### config.mk
export PLATFORM = sky130hd
export DESIGN_NAME = frame_scheduler
export DESIGN_NICKNAME = d
export VERILOG_FILES = /design/src/rtl/frame_sched_pkg.sv /design/src/rtl/axis_out_reg.sv /design/src/rtl/frame_scheduler.sv
export SDC_FILE = /design/constraint.sdc
export NUM_CORES = 1
export LEC_CHECK = 0
export ABC_AREA = 1
export CAP_MARGIN = 25
export CORE_UTILIZATION = 52
export DETAILED_ROUTE_END_ITERATION = 10
export PLACE_DENSITY = 0.74
export SETUP_SLACK_MARGIN = 0.4
export SLEW_MARGIN = 20
export SYNTH_ARGS = -nofsm -noshare
export SYNTH_HDL_FRONTEND = slang
export SYNTH_SLANG_ARGS = --single-unit
### constraint.sdc
create_clock -name aclk -period 8.7 [get_ports aclk]
set_clock_uncertainty 0.2 [all_clocks]
set_input_delay 1.74 -clock aclk [delete_from_list [all_inputs] [get_ports aclk]]
set_output_delay 1.74 -clock aclk [all_outputs]
set_load 0.01 [all_outputs]
### src/rtl/frame_sched_pkg.sv
// Shared types and constants for the frame scheduler: FSM states, config word
// field layout and default frame limits.
package frame_sched_pkg;

    typedef enum logic [1:0] {
        IDLE  = 2'd0,
        ISSUE = 2'd1,
        DRAIN = 2'd2
    } state_t;

    localparam int WIDTH_LSB  = 0;
    localparam int HEIGHT_LSB = 16;
    localparam int FIELD_W    = 16;

    localparam int DEF_MAX_WIDTH       = 640;
    localparam int DEF_MAX_HEIGHT      = 480;
    localparam int DEF_MAX_OUTSTANDING = 4;

endpackage

### src/rtl/axis_out_reg.sv
// Single-entry output register between the compute core's result port and the
// downstream AXI-Stream sink; accepts a result only when the slot is free or draining.
module axis_out_reg (
    input  logic        clk,
    input  logic        reset,
    input  logic        enable,
    input  logic [31:0] in_data,
    input  logic        in_last,
    input  logic        in_valid,
    output logic        in_ready,
    output logic [31:0] out_data,
    output logic        out_valid,
    output logic        out_last,
    input  logic        out_ready
);

    logic [31:0] data_r;
    logic        valid_r;
    logic        last_r;

    assign in_ready  = enable && (!valid_r || out_ready);
    assign out_data  = data_r;
    assign out_valid = valid_r;
    assign out_last  = last_r;

    // Output slot: load on a result handshake, otherwise hold until downstream takes it.
    always_ff @(posedge clk) begin
        if (reset) begin
            data_r  <= 32'd0;
            valid_r <= 1'b0;
            last_r  <= 1'b0;
        end else if (in_valid && in_ready) begin
            data_r  <= in_data;
            valid_r <= 1'b1;
            last_r  <= in_last;
        end else if (out_ready) begin
            valid_r <= 1'b0;
            last_r  <= 1'b0;
        end
    end

endmodule

### src/rtl/frame_scheduler.sv
// Frame scheduler: takes a width/height config word, issues one job per pixel in
// raster order with bounded outstanding work, and streams results back out in order.
module frame_scheduler
    import frame_sched_pkg::*;
#(
    parameter int MAX_WIDTH       = DEF_MAX_WIDTH,
    parameter int MAX_HEIGHT      = DEF_MAX_HEIGHT,
    parameter int MAX_OUTSTANDING = DEF_MAX_OUTSTANDING
) (
    input  logic        aclk,
    input  logic        areset,
    input  logic [31:0] s_axis_tdata,
    input  logic        s_axis_tvalid,
    output logic        s_axis_tready,
    input  logic        s_axis_tlast,
    output logic [15:0] job_x,
    output logic [15:0] job_y,
    output logic        job_last,
    output logic        job_valid,
    input  logic        job_ready,
    input  logic [31:0] res_data,
    input  logic        res_valid,
    output logic        res_ready,
    output logic [31:0] m_axis_tdata,
    output logic        m_axis_tvalid,
    input  logic        m_axis_tready,
    output logic        m_axis_tlast,
    output logic        busy,
    output logic        cfg_err
);

    localparam int CNT_W = $clog2(MAX_WIDTH * MAX_HEIGHT + 1);
    localparam int OUT_W = $clog2(MAX_OUTSTANDING + 1);
    localparam logic [15:0]      MAX_W_C   = 16'(MAX_WIDTH);
    localparam logic [15:0]      MAX_H_C   = 16'(MAX_HEIGHT);
    localparam logic [OUT_W-1:0] MAX_OUT_C = OUT_W'(MAX_OUTSTANDING);

    state_t             state_r;
    state_t             state_nxt_s;
    logic [15:0]        width_r;
    logic [15:0]        height_r;
    logic [15:0]        x_r;
    logic [15:0]        y_r;
    logic [OUT_W-1:0]   outstanding_r;
    logic [CNT_W-1:0]   res_cnt_r;
    logic [CNT_W-1:0]   frame_total_r;
    logic               cfg_err_r;

    logic [15:0]        cfg_w_s;
    logic [15:0]        cfg_h_s;
    logic [31:0]        product_s;
    logic               cfg_hs_s;
    logic               cfg_ok_s;
    logic               job_hs_s;
    logic               res_hs_s;
    logic               last_col_s;
    logic               last_row_s;
    logic               res_last_s;
    logic               out_last_hs_s;
    logic               unused_s;

    assign cfg_w_s   = s_axis_tdata[WIDTH_LSB +: FIELD_W];
    assign cfg_h_s   = s_axis_tdata[HEIGHT_LSB +: FIELD_W];
    assign product_s = {16'd0, cfg_w_s} * {16'd0, cfg_h_s};
    assign cfg_ok_s  = (cfg_w_s != 16'd0) && (cfg_h_s != 16'd0) &&
                       (cfg_w_s <= MAX_W_C) && (cfg_h_s <= MAX_H_C);
    assign cfg_hs_s  = s_axis_tvalid && (state_r == IDLE);

    assign last_col_s = (x_r == width_r - 16'd1);
    assign last_row_s = (y_r == height_r - 16'd1);
    assign res_last_s = (res_cnt_r == frame_total_r - CNT_W'(1));

    assign s_axis_tready = (state_r == IDLE);
    assign busy          = (state_r != IDLE);
    assign cfg_err       = cfg_err_r;
    assign job_x         = x_r;
    assign job_y         = y_r;
    assign job_valid     = (state_r == ISSUE) && (outstanding_r < MAX_OUT_C);
    assign job_last      = (state_r == ISSUE) && last_col_s && last_row_s;
    assign job_hs_s      = job_valid && job_ready;
    assign res_hs_s      = res_valid && res_ready;
    assign out_last_hs_s = m_axis_tvalid && m_axis_tready && m_axis_tlast;

    // Config tlast and the unused upper product bits carry no information here.
    assign unused_s = ^{s_axis_tlast, product_s};

    // Next-state logic for the IDLE -> ISSUE -> DRAIN frame sequence.
    always_comb begin
        state_nxt_s = state_r;
        case (state_r)
            IDLE: begin
                if (cfg_hs_s && cfg_ok_s) state_nxt_s = ISSUE;
                else                      state_nxt_s = IDLE;
            end
            ISSUE: begin
                if (job_hs_s && job_last) state_nxt_s = DRAIN;
                else                      state_nxt_s = ISSUE;
            end
            DRAIN: begin
                if (out_last_hs_s) state_nxt_s = IDLE;
                else               state_nxt_s = DRAIN;
            end
            default: state_nxt_s = IDLE;
        endcase
    end

    // State register.
    always_ff @(posedge aclk) begin
        if (areset) state_r <= IDLE;
        else        state_r <= state_nxt_s;
    end

    // Frame geometry, raster position, in-flight and result counters.
    always_ff @(posedge aclk) begin
        if (areset) begin
            width_r       <= 16'd0;
            height_r      <= 16'd0;
            x_r           <= 16'd0;
            y_r           <= 16'd0;
            outstanding_r <= '0;
            res_cnt_r     <= '0;
            frame_total_r <= '0;
            cfg_err_r     <= 1'b0;
        end else begin
            cfg_err_r <= cfg_hs_s && !cfg_ok_s;
            if (cfg_hs_s && cfg_ok_s) begin
                width_r       <= cfg_w_s;
                height_r      <= cfg_h_s;
                x_r           <= 16'd0;
                y_r           <= 16'd0;
                outstanding_r <= '0;
                res_cnt_r     <= '0;
                frame_total_r <= product_s[CNT_W-1:0];
            end else begin
                if (job_hs_s) begin
                    if (last_col_s) begin
                        x_r <= 16'd0;
                        y_r <= y_r + 16'd1;
                    end else begin
                        x_r <= x_r + 16'd1;
                    end
                end
                if (res_hs_s) res_cnt_r <= res_cnt_r + CNT_W'(1);
                // A result with nothing outstanding must not underflow the count.
                case ({job_hs_s, res_hs_s && (outstanding_r != '0)})
                    2'b10:   outstanding_r <= outstanding_r + OUT_W'(1);
                    2'b01:   outstanding_r <= outstanding_r - OUT_W'(1);
                    default: outstanding_r <= outstanding_r;
                endcase
            end
        end
    end

    axis_out_reg u_out (
        .clk       (aclk),
        .reset     (areset),
        .enable    (state_r != IDLE),
        .in_data   (res_data),
        .in_last   (res_last_s),
        .in_valid  (res_valid),
        .in_ready  (res_ready),
        .out_data  (m_axis_tdata),
        .out_valid (m_axis_tvalid),
        .out_last  (m_axis_tlast),
        .out_ready (m_axis_tready)
    );

endmodule

# Yosys cells after proc, flatten, opt, wreduce, memory -nomap -nowiden

Cells that the tools add are included.

Multiply operators: 1
Reductions and logical operators: 28
Div/mod/pow operators: 0
Shifts and indexed selects: 0
Multiplexer cells: 9
Magnitude comparators: 3
Add/subtract/negate cells: 8
Bitwise operators: 0
Equality and inequality tests: 7

Operators by type and width:

| operator                | count |
|---|---|
| $add A16 B1 Y16 const B | 2 |
| $eq A16 B16 Y1          | 2 |
| $reduce_bool A16 Y1     | 2 |
| $sub A16 B1 Y16 const B | 2 |
| $add A19 B1 Y19 const B | 1 |
| $eq A19 B19 Y1          | 1 |
| $mul A16 B16 Y19        | 1 |
| $sub A19 B1 Y19 const B | 1 |
| $le A16 B10 Y1 const B  | 1 |
| $le A16 B9 Y1 const B   | 1 |
| $logic_and A1 B1 Y1     | 16 |
| $mux W16                | 1 |
| $pmux W2 S3             | 1 |
| $pmux W3 S2             | 1 |
| $reduce_bool A2 Y1      | 3 |
| $eq A2 B1 Y1 const B    | 2 |
| $eq A2 B2 Y1 const B    | 2 |
| $mux W1                 | 4 |
| $mux W2                 | 2 |
| $add A3 B1 Y3 const B   | 1 |
| $lt A3 B3 Y1 const B    | 1 |
| $reduce_bool A3 Y1      | 1 |
| $sub A3 B1 Y3 const B   | 1 |
| $logic_not A1 Y1        | 2 |
| other kinds (4)         | 4 |

Memories kept: 0
Logic and storage cells: 68
ROM bits: 0
Latch bits: 0
Bits in writable memories: 0
Register bits after elaboration: 142
Output and inout bits: 72

# Longest topological paths before layout

Gate-level depths: netlist (run 1).

Depth after elaboration: 7
Depth in mapped cells: 29
Gate-level depth less buffers: 27

# By module

A second synthesis (run 1) with hierarchy kept.

Cells, all modules: 2079
Area, all modules: 13949.6 um2

Modules (own cells, without submodules):

| module          | instances | area an instance (um2) | cells each | seq. area each (um2) |
|---|---|---|---|---|
| frame_scheduler | 1         | 12182.9                | 1789       | 2162.1 |
| axis_out_reg    | 1         | 1766.7                 | 290        | 680.7 |

# Least setup slack after synthesis (run 1)

OpenSTA, ideal clock, no wires.

Path kind: input-to-reg
Start point: input port s_axis_tdata[5]
End point: register frame_total_r[17]
Data arrival time: 6772 ps
Library setup time: 120 ps
Stages: 23
Data required time: 8380 ps
Slack: 1608 ps
Path through: clkbuf_1 > clkbuf_1 > nand2_1 > fa_1 > inv_1 > fa_1 > inv_1 > fa_1 > inv_1 > fa_1 > fa_1 > inv_1 > fa_1 > inv_1 > ha_1 > a21oi_1 > o21a_1 > nand3_1 > a21oi_1 > nor2_1 > nor2_1 > xor2_1 > a21oi_1

Cells in the longest elaborated chain, start to end: 5
Elaborated cells between the ends (all ways): 7

RTL lines:

| what                                                     | RTL line               | RTL |
|---|---|---|
| start: declaration                                       | frame_scheduler.sv:12  | `input logic [31:0] s_axis_tdata,` |
| branches (longest 5 deep; another with $mul A16 B16 Y19) | --                     |  |
| end signal: assignment                                   | frame_scheduler.sv:133 | `frame_total_r <= product_s[CNT_W-1:0];` |
| end: declaration                                         | frame_scheduler.sv:46  | `logic [CNT_W-1:0] frame_total_r;` |

Parallel ways; which one is timed is not known.
A chain may end at the register's enable or synchronous reset.

# Worst setup path in the final report (run 1)

Start point: input port s_axis_tdata[19]
End point: register frame_total_r[17]

The elaborated chain is that of the path after synthesis.

==> flow_summary.yaml, run 1 <==
logic_synthesis:
  ys.flop_type: "dfxtp_1"
  async_flop_share: 0
  yosys.area.top_type_share: 0.211
  yosys.area.top_type: "dfxtp_1"
  synth-edff-count: 0
  yosys-top-cells-area: "dfxtp_1 21%, fa_1 18%, nand2_1 13%, inv_1 11%, ha_1 5.8%"
  ys_ff_latch: 142
  syn_nets: 2188
  yosys_warnings: 0
  ys_seq_area_frac: 0.211
  ys_types: 46
  syn_avg_cell_area_um2: 6.95
  synth_area_um2: 13400
  synthCells: 1935
floorplan:
  die_h_um: 163
  die_x_um: 163
  core.rowCount: 58
  core-area_um2: 25300
  start_util: 0.532
  pin_count: 143
  dieArea_um2: 26500
power:
  p_per_area_nw_per_um2: 217
  ir_worst_vdd_uv: 153
  power.total_w: 0.00341
  p_leak_nw: 8.01
timing:
  timing.setup.tns_ns: 0
  fin_crit_sh: 0.863
  rsz0062_at_grt: "no"
  maxSlewViolCount: 0
  slew_headroom: 0.370
  worst_slew_pin_slew_ns: 0.942
  finalSetupViolations: 0
  fmax_ghz: 0.133
  finalHoldViolCount: 0
  fin_crit_ns: 7.50
route:
  viasPerCell: 5.10
  drc: 0
  firstDrtPassIters: 5
  antenna_left: 0
  vias: 12172
  dr.first_iter.drc_count: 992
  wl_um: 33800
  wl_per_cell_um: 14.2
critical_path:
  crit_path_end: "frame_total_r[17]$_SDFFE_PP0P_"
  path_common_cell: "fa_1"
  cp_max_fo: 18
  worstSetupEndpointType: "flip-flop"
  required_ns: 8.82
  r2r_slack_ns: 5.39
  r2r_cells: 13
  reg2reg_to: "outstanding_r[2]$_SDFFE_PP0P_"
  startpoint: "s_axis_tdata[19]"
  cpPeakStageDelay_ns: 1.01
  critical_path.top_delay_family: "adder cells"
  regToRegStartpoint: "state_r[0]$_SDFF_PP0_"
  cp_slowest_cell: "clkdlybuf4s50_1"
  cp_num_buf_inv: 4
  path_cells: "clkdlybuf4s50_1, nand2_1, fa_1, fa_1, fa_1, inv_1, fa_1, fa_1, inv_1, fa_1, inv_1, ha_1, a21oi_1, o21a_1, nand3_1, a21oi_1, nor2_1, nor2_1, xor2_1, a21oi_1"
  critPathKind: "input pin to flip-flop"
  cp_data_arrival_time_ns: 7.62
  startpoint_type: "input pin"
  path_depth: 20
global_route:
  overflow: 0
  grt_pass1_wl_um: 56800
  antenna_found_initial: 0
  grt_max_degree: 76
  grtUsageTotal: 0.267
  grt_pass1_vias: 11905
clock_tree:
  cts_root_buf: "clkbuf_16"
  cts_tree: "done"
  insertion_delay_ns: 0.43
  htree_levels: 4
  cts_made_buffers: 17
  hold_buffers: 0
  cts.sinks: 142
  clockBufferDepth: 2
  cts_setup_buffers: 0
  cts.reportedPaths.clkPinSlew_ns: 0.07
  ctsResizeCount: 0
cells_and_area:
  antenna_cells: 0
  drive_gt1_frac: 0.0583
  area_growth_pct: 16.7
  nets: 2298
  fillers: 2279
flow_run:
  maxCapViolations: 0
place:
  place_congestion: 0.907
  post-dp-hpwl_um: 26200
  port_buffers: 141
min_path:
  hold_path.class: "flip-flop to flip-flop"
status:
  status: "completed"
-- registers in the layout, summed over array words and instances, names as in the netlist --
name,cells
u_out.out_data,32
frame_total_r,19
res_cnt_r,19
height_r,16
job_x,16
job_y,16
width_r,16
outstanding_r,3
state_r,2
cfg_err,1
u_out.out_last,1
u_out.out_valid,1
-- cells in the mapped netlist (10+ instances only) --
| master | number |
|---|---|
| fa_1 | 120 |
| clkbuf_1 | 32 |
| nor4_1 | 11 |
| xor2_1 | 77 |
| o21ai_0 | 75 |
| ha_1 | 62 |
| a21oi_1 | 44 |
| buf_2 | 15 |
| nand3_1 | 81 |
| nand2_1 | 474 |
| dfxtp_1 | 142 |
| buf_1 | 10 |
| nand2_2 | 19 |
| a21oi_2 | 10 |
| inv_1 | 398 |
| xnor2_1 | 29 |
| nor3_1 | 23 |
| nand4_1 | 22 |
| nor2_1 | 202 |
| nor2_2 | 12 |
-- area by class of cell --
type | count | area, um2 | area share
Clock buffer | 17 | 425 | 0.0271
Clock inverter | 15 | 188 | 0.0120
Inverter | 406 | 1520 | 0.0971
Multi-Input combinational cell | 1321 | 8770 | 0.559
Sequential cell | 142 | 2840 | 0.181
Tap cell | 330 | 413 | 0.0263
Timing Repair Buffer | 157 | 1530 | 0.0976
-- how the worst min path moves through the flow --
| stage | startpoint | end | slack (ns) | cells past startpoint |
|---|---|---|---|---|
| 5_1_grt | height_r[15]$_SDFFE_PP0P_ | height_r[15]$_SDFFE_PP0P_ | 0.26 | 2 |
| 3_3_place_gp | height_r[15]$_SDFFE_PP0P_ | height_r[15]$_SDFFE_PP0P_ | 0.23 | 2 |
| 6_report | height_r[15]$_SDFFE_PP0P_ | height_r[15]$_SDFFE_PP0P_ | 0.24 | 2 |
| 3_5_place_dp | height_r[15]$_SDFFE_PP0P_ | height_r[15]$_SDFFE_PP0P_ | 0.23 | 2 |
| 2_1_floorplan | height_r[15]$_SDFFE_PP0P_ | height_r[15]$_SDFFE_PP0P_ | 0.22 | 2 |
| 4_1_cts | width_r[15]$_SDFFE_PP0P_ | width_r[15]$_SDFFE_PP0P_ | 0.24 | 2 |
-- cell usage in the layout, fill, tap and decap left out, types with 8 or more instances in the layout --
| master | instances |
|---|---|
| a21oi_1 | 44 |
| nor3_1 | 23 |
| a21oi_2 | 10 |
| nor2_1 | 202 |
| o22ai_1 | 8 |
| o21ai_0 | 75 |
| dfxtp_1 | 142 |
| fa_1 | 120 |
| inv_1 | 398 |
| nand4_1 | 22 |
| nor4_1 | 11 |
| nand2_1 | 474 |
| clkbuf_16 | 17 |
| nor2_2 | 12 |
| nand3_1 | 81 |
| inv_2 | 8 |
| nor2_4 | 8 |
| xnor2_1 | 29 |
| xor2_1 | 77 |
| nand3b_1 | 9 |
| clkdlybuf4s50_1 | 141 |
| buf_4 | 16 |
| nand2_2 | 19 |
| ha_1 | 62 |
-- report_power, final --
group / internal (W) / leakage, nW / switching, W
sequential: 0.000650 / 1.14 / 0.0000000813
clock: 0.000391 / 0.294 / 0.000355
combinational: 0.000820 / 6.57 / 0.00120
-- cells by family after synthesis --
kind of cell             synth area share
AND/OR/NAND/NOR                     0.283
buffers and inverters               0.137
adder cells (fa/ha/maj)             0.236
AO/OA/AOI/OAI                      0.0639
flip-flops                          0.211
XOR/XNOR                           0.0691
-- metrics by stage --
step / utilization / hold WS [ns] / std cells / instance area (um2) / worst slack (ns)
2_1_floorplan: - / 0.220 / 1935 / 13400 / 1.61
3_3_place_gp: 0.597 / 0.227 / 2356 / 15100 / 0.893
3_5_place_dp: 0.597 / 0.230 / 2356 / 15100 / 0.845
4_1_cts: 0.621 / 0.241 / 2388 / 15700 / 1.26
5_1_grt: 0.621 / 0.256 / 2388 / 15700 / 0.914
6_report: 0.621 / 0.240 / 2388 / 15700 / 1.20
-- worst register-to-register path, stage by stage (launching register included) --
cell,delay [ns]
dfxtp_1,0.34
inv_1,0.07
nand2_2,0.10
nand2_2,0.08
nor2_4,0.57
inv_2,0.51
nor2_1,0.22
ha_1,0.17
inv_1,0.07
fa_1,0.38
a21oi_1,0.14
o21ai_0,0.12
xor2_1,0.14
nor2_1,0.06
-- layer usage --
metal  GRT usage  routed length (um)
met5           0                   0
met4      0.0773                 654
met1       0.354               14700
met3      0.0476                2530
met2       0.444               16000
(Power assumes the default switching activity.)
==> inputs of run 2 (changes only) <==
CELL_PAD_IN_SITES_DETAIL_PLACEMENT = 1   (was not set)
CELL_PAD_IN_SITES_GLOBAL_PLACEMENT = 1   (was not set)
CORE_UTILIZATION = 42   (was 52)
PLACE_DENSITY = 0.82   (was 0.74)
==> flow_summary.yaml, run 2 (synthesized netlist as in run 1, its figures left out) <==
route:
  firstDrtPassIters: 5
  wl_um: 40500
  dr.first_iter.drc_count: 569
  vias: 12656
  drc: 0
  viasPerCell: 5.13
  antenna_left: 0
  wl_per_cell_um: 16.4
clock_tree:
  cts_root_buf: "clkbuf_16"
  cts.sinks: 142
  ctsResizeCount: 0
  cts_made_buffers: 17
  cts.reportedPaths.clkPinSlew_ns: 0.07
  insertion_delay_ns: 0.45
  htree_levels: 4
  cts_setup_buffers: 0
  cts_tree: "done"
  hold_buffers: 0
  clockBufferDepth: 2
floorplan:
  core-area_um2: 31600
  die_h_um: 181
  die_x_um: 181
  start_util: 0.426
  dieArea_um2: 32700
  core.rowCount: 65
  pin_count: 143
timing:
  hold_ws_ns: 0.245
  worst_slew_pin_slew_ns: 0.886
  timing.setup.tns_ns: 0
  rsz0062_at_grt: "no"
  fmax_ghz: 0.132
  finalHoldViolCount: 0
  fin_crit_ns: 7.57
  finalSetupViolations: 0
  maxSlewViolCount: 0
  fin_crit_sh: 0.871
  slew_headroom: 0.407
power:
  ir_worst_vdd_uv: 251
  power.total_w: 0.00355
  p_leak_nw: 8.05
  p_per_area_nw_per_um2: 225
cells_and_area:
  final_area_um2: 15800
  final_cell_mix: "474 x nand2_1, 398 x inv_1, 202 x nor2_1, 142 x dfxtp_1, 141 x clkdlybuf4s50_1"
  antenna_cells: 0
  largest_reg_flops: 32
  drive_gt1_frac: 0.0615
  nets: 2305
  area_growth_pct: 17.7
  final_common_cell: "nand2_1"
global_route:
  grt_max_degree: 62
  overflow: 0
  grt_pass1_wl_um: 68800
  grt_pass1_vias: 14119
  antenna_found_initial: 0
  grtUsageTotal: 0.261
critical_path:
  r2r_slack_ns: 5.29
  cp_data_arrival_time_ns: 7.71
  startpoint_type: "input pin"
  worstSetupEndpointType: "flip-flop"
  r2r_cells: 13
  critPathKind: "input pin to flip-flop"
  required_ns: 8.83
  cp_max_fo: 12
place:
  port_buffers: 141
  placed_area_um2: 15200
  place_congestion: 0.897
  post-dp-hpwl_um: 32200
flow_run:
  maxCapViolations: 0
status:
  status: "completed"
min_path:
  holdPathStages: 2
  hold_path.class: "flip-flop to flip-flop"
-- run 2: layout make-up --
type / count / area, um2
multi-input cells: 1321 / 8770
inverters: 406 / 1520
well taps: 402 / 503
flip-flops and latches: 142 / 2840
clock inverters: 14 / 165
fillers: 4034 / 15700
repair buffers: 164 / 1580
clock buffers: 18 / 439
-- run 2: metrics by stage --
stage,setup slack (ns),util,instances
after floorplan,1.61,-,1935
after global placement,0.799,0.482,2435
after detailed placement,0.705,0.482,2435
after CTS,1.17,0.501,2467
after global routing,0.793,0.501,2467
final,1.13,0.501,2467
-- run 2: final timing paths --
| kind | from | to |
|---|---|---|
| setup / recovery | s_axis_tdata[24] | frame_total_r[17]$_SDFFE_PP0P_ |
| hold / removal | height_r[15]$_SDFFE_PP0P_ | height_r[15]$_SDFFE_PP0P_ |
| setup reg to reg | state_r[0]$_SDFF_PP0_ | outstanding_r[2]$_SDFFE_PP0P_ |
| hold reg to reg | height_r[15]$_SDFFE_PP0P_ | height_r[15]$_SDFFE_PP0P_ |
-- run 2: worst max-delay path, cell delays in order --
cell,delay (ns)
clkdlybuf4s50_1,0.98
nand2_1,0.16
fa_1,0.55
inv_1,0.06
fa_1,0.50
inv_1,0.05
fa_1,0.47
inv_1,0.06
fa_1,0.50
fa_1,0.55
inv_1,0.06
fa_1,0.55
inv_1,0.05
ha_1,0.35
a21oi_1,0.16
o21a_1,0.15
nand3_1,0.14
a21oi_1,0.18
nor2_1,0.05
nor2_1,0.11
xor2_1,0.18
a21oi_1,0.09
-- run 2: power breakdown --
part / total [W] / internal [W] / switching, W
logic: 0.00214 / 0.000838 / 0.00131
registers: 0.000650 / 0.000650 / 0.0000000992
clock network: 0.000759 / 0.000418 / 0.000341
total: 0.00355 / 0.00191 / 0.00165
-- run 2: per-layer routing --
metal  up-vias  part of all wire  global-route usage  wire length, um
li1       6042                 -                   -                -
met1      6305              0.43               0.308            17300
met2       238              0.52               0.483            21000
met3        71             0.034              0.0405             1390
met4         0             0.022              0.0776              891
met5         -                 0                   0                0
==> RTL edit, RTL diff (flow settings as in run 2) <==
Change the package constant `DEF_MAX_OUTSTANDING` from 4 to 8.
--- a/src/rtl/frame_sched_pkg.sv
+++ b/src/rtl/frame_sched_pkg.sv
@@ -15,5 +15,5 @@
     localparam int DEF_MAX_WIDTH       = 640;
     localparam int DEF_MAX_HEIGHT      = 480;
-    localparam int DEF_MAX_OUTSTANDING = 4;
+    localparam int DEF_MAX_OUTSTANDING = 8;
 
 endpackage
Check against the original RTL: no difference found for any inputs over 4 cycles, from zero or initial values and one cycle with areset high; that may be too few to reach the edited logic, so the function may still have changed.
==> RTL edit against run 2 <==
  * Design area rose by 0.25%
  * Register-to-register slack improved by 230 ps
  * Synthesized area rose by 0.34%
  * Die area rose by 0.34%
  * Setup slack improved by 74 ps
  * Routed wire length fell by 0.90%
  * Critical path depth fell by 2
  * Sequential cell count rose by 1
  * Total power rose by 7.2%
  * Highest routed layer unchanged
==> RTL edit: results (changes against run 2) <==
layout cells sized above 1=4.655% (-1.5 points); Detailed Route Iter0 Violations=458 (-20%); drt total wl=40190 um (-0.90%); GP Congestion=0.8662 (-3.4%); Vias=12560 (-0.76%); initial antenna violation count=1 (+1); number of synthesis warnings=0 (unchanged); peak supply drop=263.1 uV (+4.6%); DP HPWL=31560 um (-2.0%); register area=2863 um^2 (+0.70%); # fillers=4097 (+1.6%); vias in the first global route=13950 (-1.2%); post-synth cell types=49 (+6.5%); status=finished, final reports clean; worst slew pin tran=953.0 ps (+66.97 ps); gr usage total=25.77% (-0.33 points); Internal Pwr Total=2047 uW (+7.4%); Hold Path Origin=height_r[15]; largest net degree at the start of global routing=80 (+29%); syn_nets=2219 (+1.4%); Critical Path Start=s_axis_tdata[6]; # nets final=2326 (+0.91%); top cells by count, synth=nand2_1, inv_1, nor2_1, dfxtp_1, fa_1; global-route wire length before repair=68050 um (-1.1%); FF-to-FF setup slack=5520 ps (+230 ps); worst hold margin=244.7 ps (-0.1950 ps); crit path max fanout=14 (+2); placed instance area=15210 um^2 (about the same); RR Startpoint=state_r[1]; worst endpoint data arrival time=7640 ps (-70 ps)
-- RTL edit: cell count changes in the layout (fill, tap and decap cells not counted), sizes merged, moves of 4 or more --
cell,delta
bufinv,+4
inv,-18
nor2,+20
xor2,-6
buf,-10
or2,+4
nand2,+15
o22ai,+6
-- RTL edit: layout make-up --
cell class | instances | area share (%)
sequential | 143 | 18.05
antenna | 1 | 0.01577
tap | 402 | 3.171
inverter | 398 | 9.417
timing repair buffer | 154 | 9.512
clock buffer | 20 | 2.816
multi-input combinational | 1357 | 55.71
clock inverter | 12 | 1.317
-- RTL edit: kinds of logic after synthesis --
| family | share of synthesized area, % |
|---|---|
| buffers and inverters | 13.29 |
| DFF | 21.22 |
| adders and majority gates | 23.74 |
| AOI/OAI and AO/OA | 6.641 |
| and+or+nand+nor | 28.64 |
| xor gates and xnor gates | 6.465 |
-- RTL edit: worst paths after layout --
kind                                     endpoint  cells after the start
worst max-delay path            frame_total_r[18]                     20
worst min-delay path                 height_r[15]                      2
worst max register to register           job_x[8]                     11
worst min register to register       height_r[15]                      2
-- RTL edit: through the flow --
step	worst slack, ps	total power, uW	cells
final	1200	3809	2487
after global routing	842.8	4223	2487
after CTS	1194	3851	2486
after detailed placement	724.9	2984	2454
after global placement	881.5	2872	2454
after floorplan	1687	2387	1964
-- RTL edit: worst max-delay path, stage by stage --
cell and delay (ps):
clkdlybuf4s50_1 990, nand2_1 180, fa_1 560, inv_1 60, fa_1 520, fa_1 480, fa_1 560, fa_1 550
inv_1 50, fa_1 530, inv_1 40, ha_1 350, nand2_1 130, nor4_1 330, nand2_1 90, and2_0 190
inv_1 60, nand3_1 70, nand3_1 80, nand2_1 50
-- RTL edit: metal layers --
metal	vias to the layer above	wire length [um]	global-route usage, %
met5	-	0	0
met4	0	1049	9.525
met3	69	1307	4.072
met2	179	20960	47.11
li1	6134	-	-
met1	6178	16870	30.13
-- RTL edit: power groups by stage --
stage          Combinational [uW]  Clock [uW]  Sequential, uW
5_1_grt                      2700         869             655
6_report                     2330         828             655
4_1_cts                      2350         844             655
2_1_floorplan                1720           0             670
3_3_place_gp                 2200           0             670
3_5_place_dp                 2310           0             670
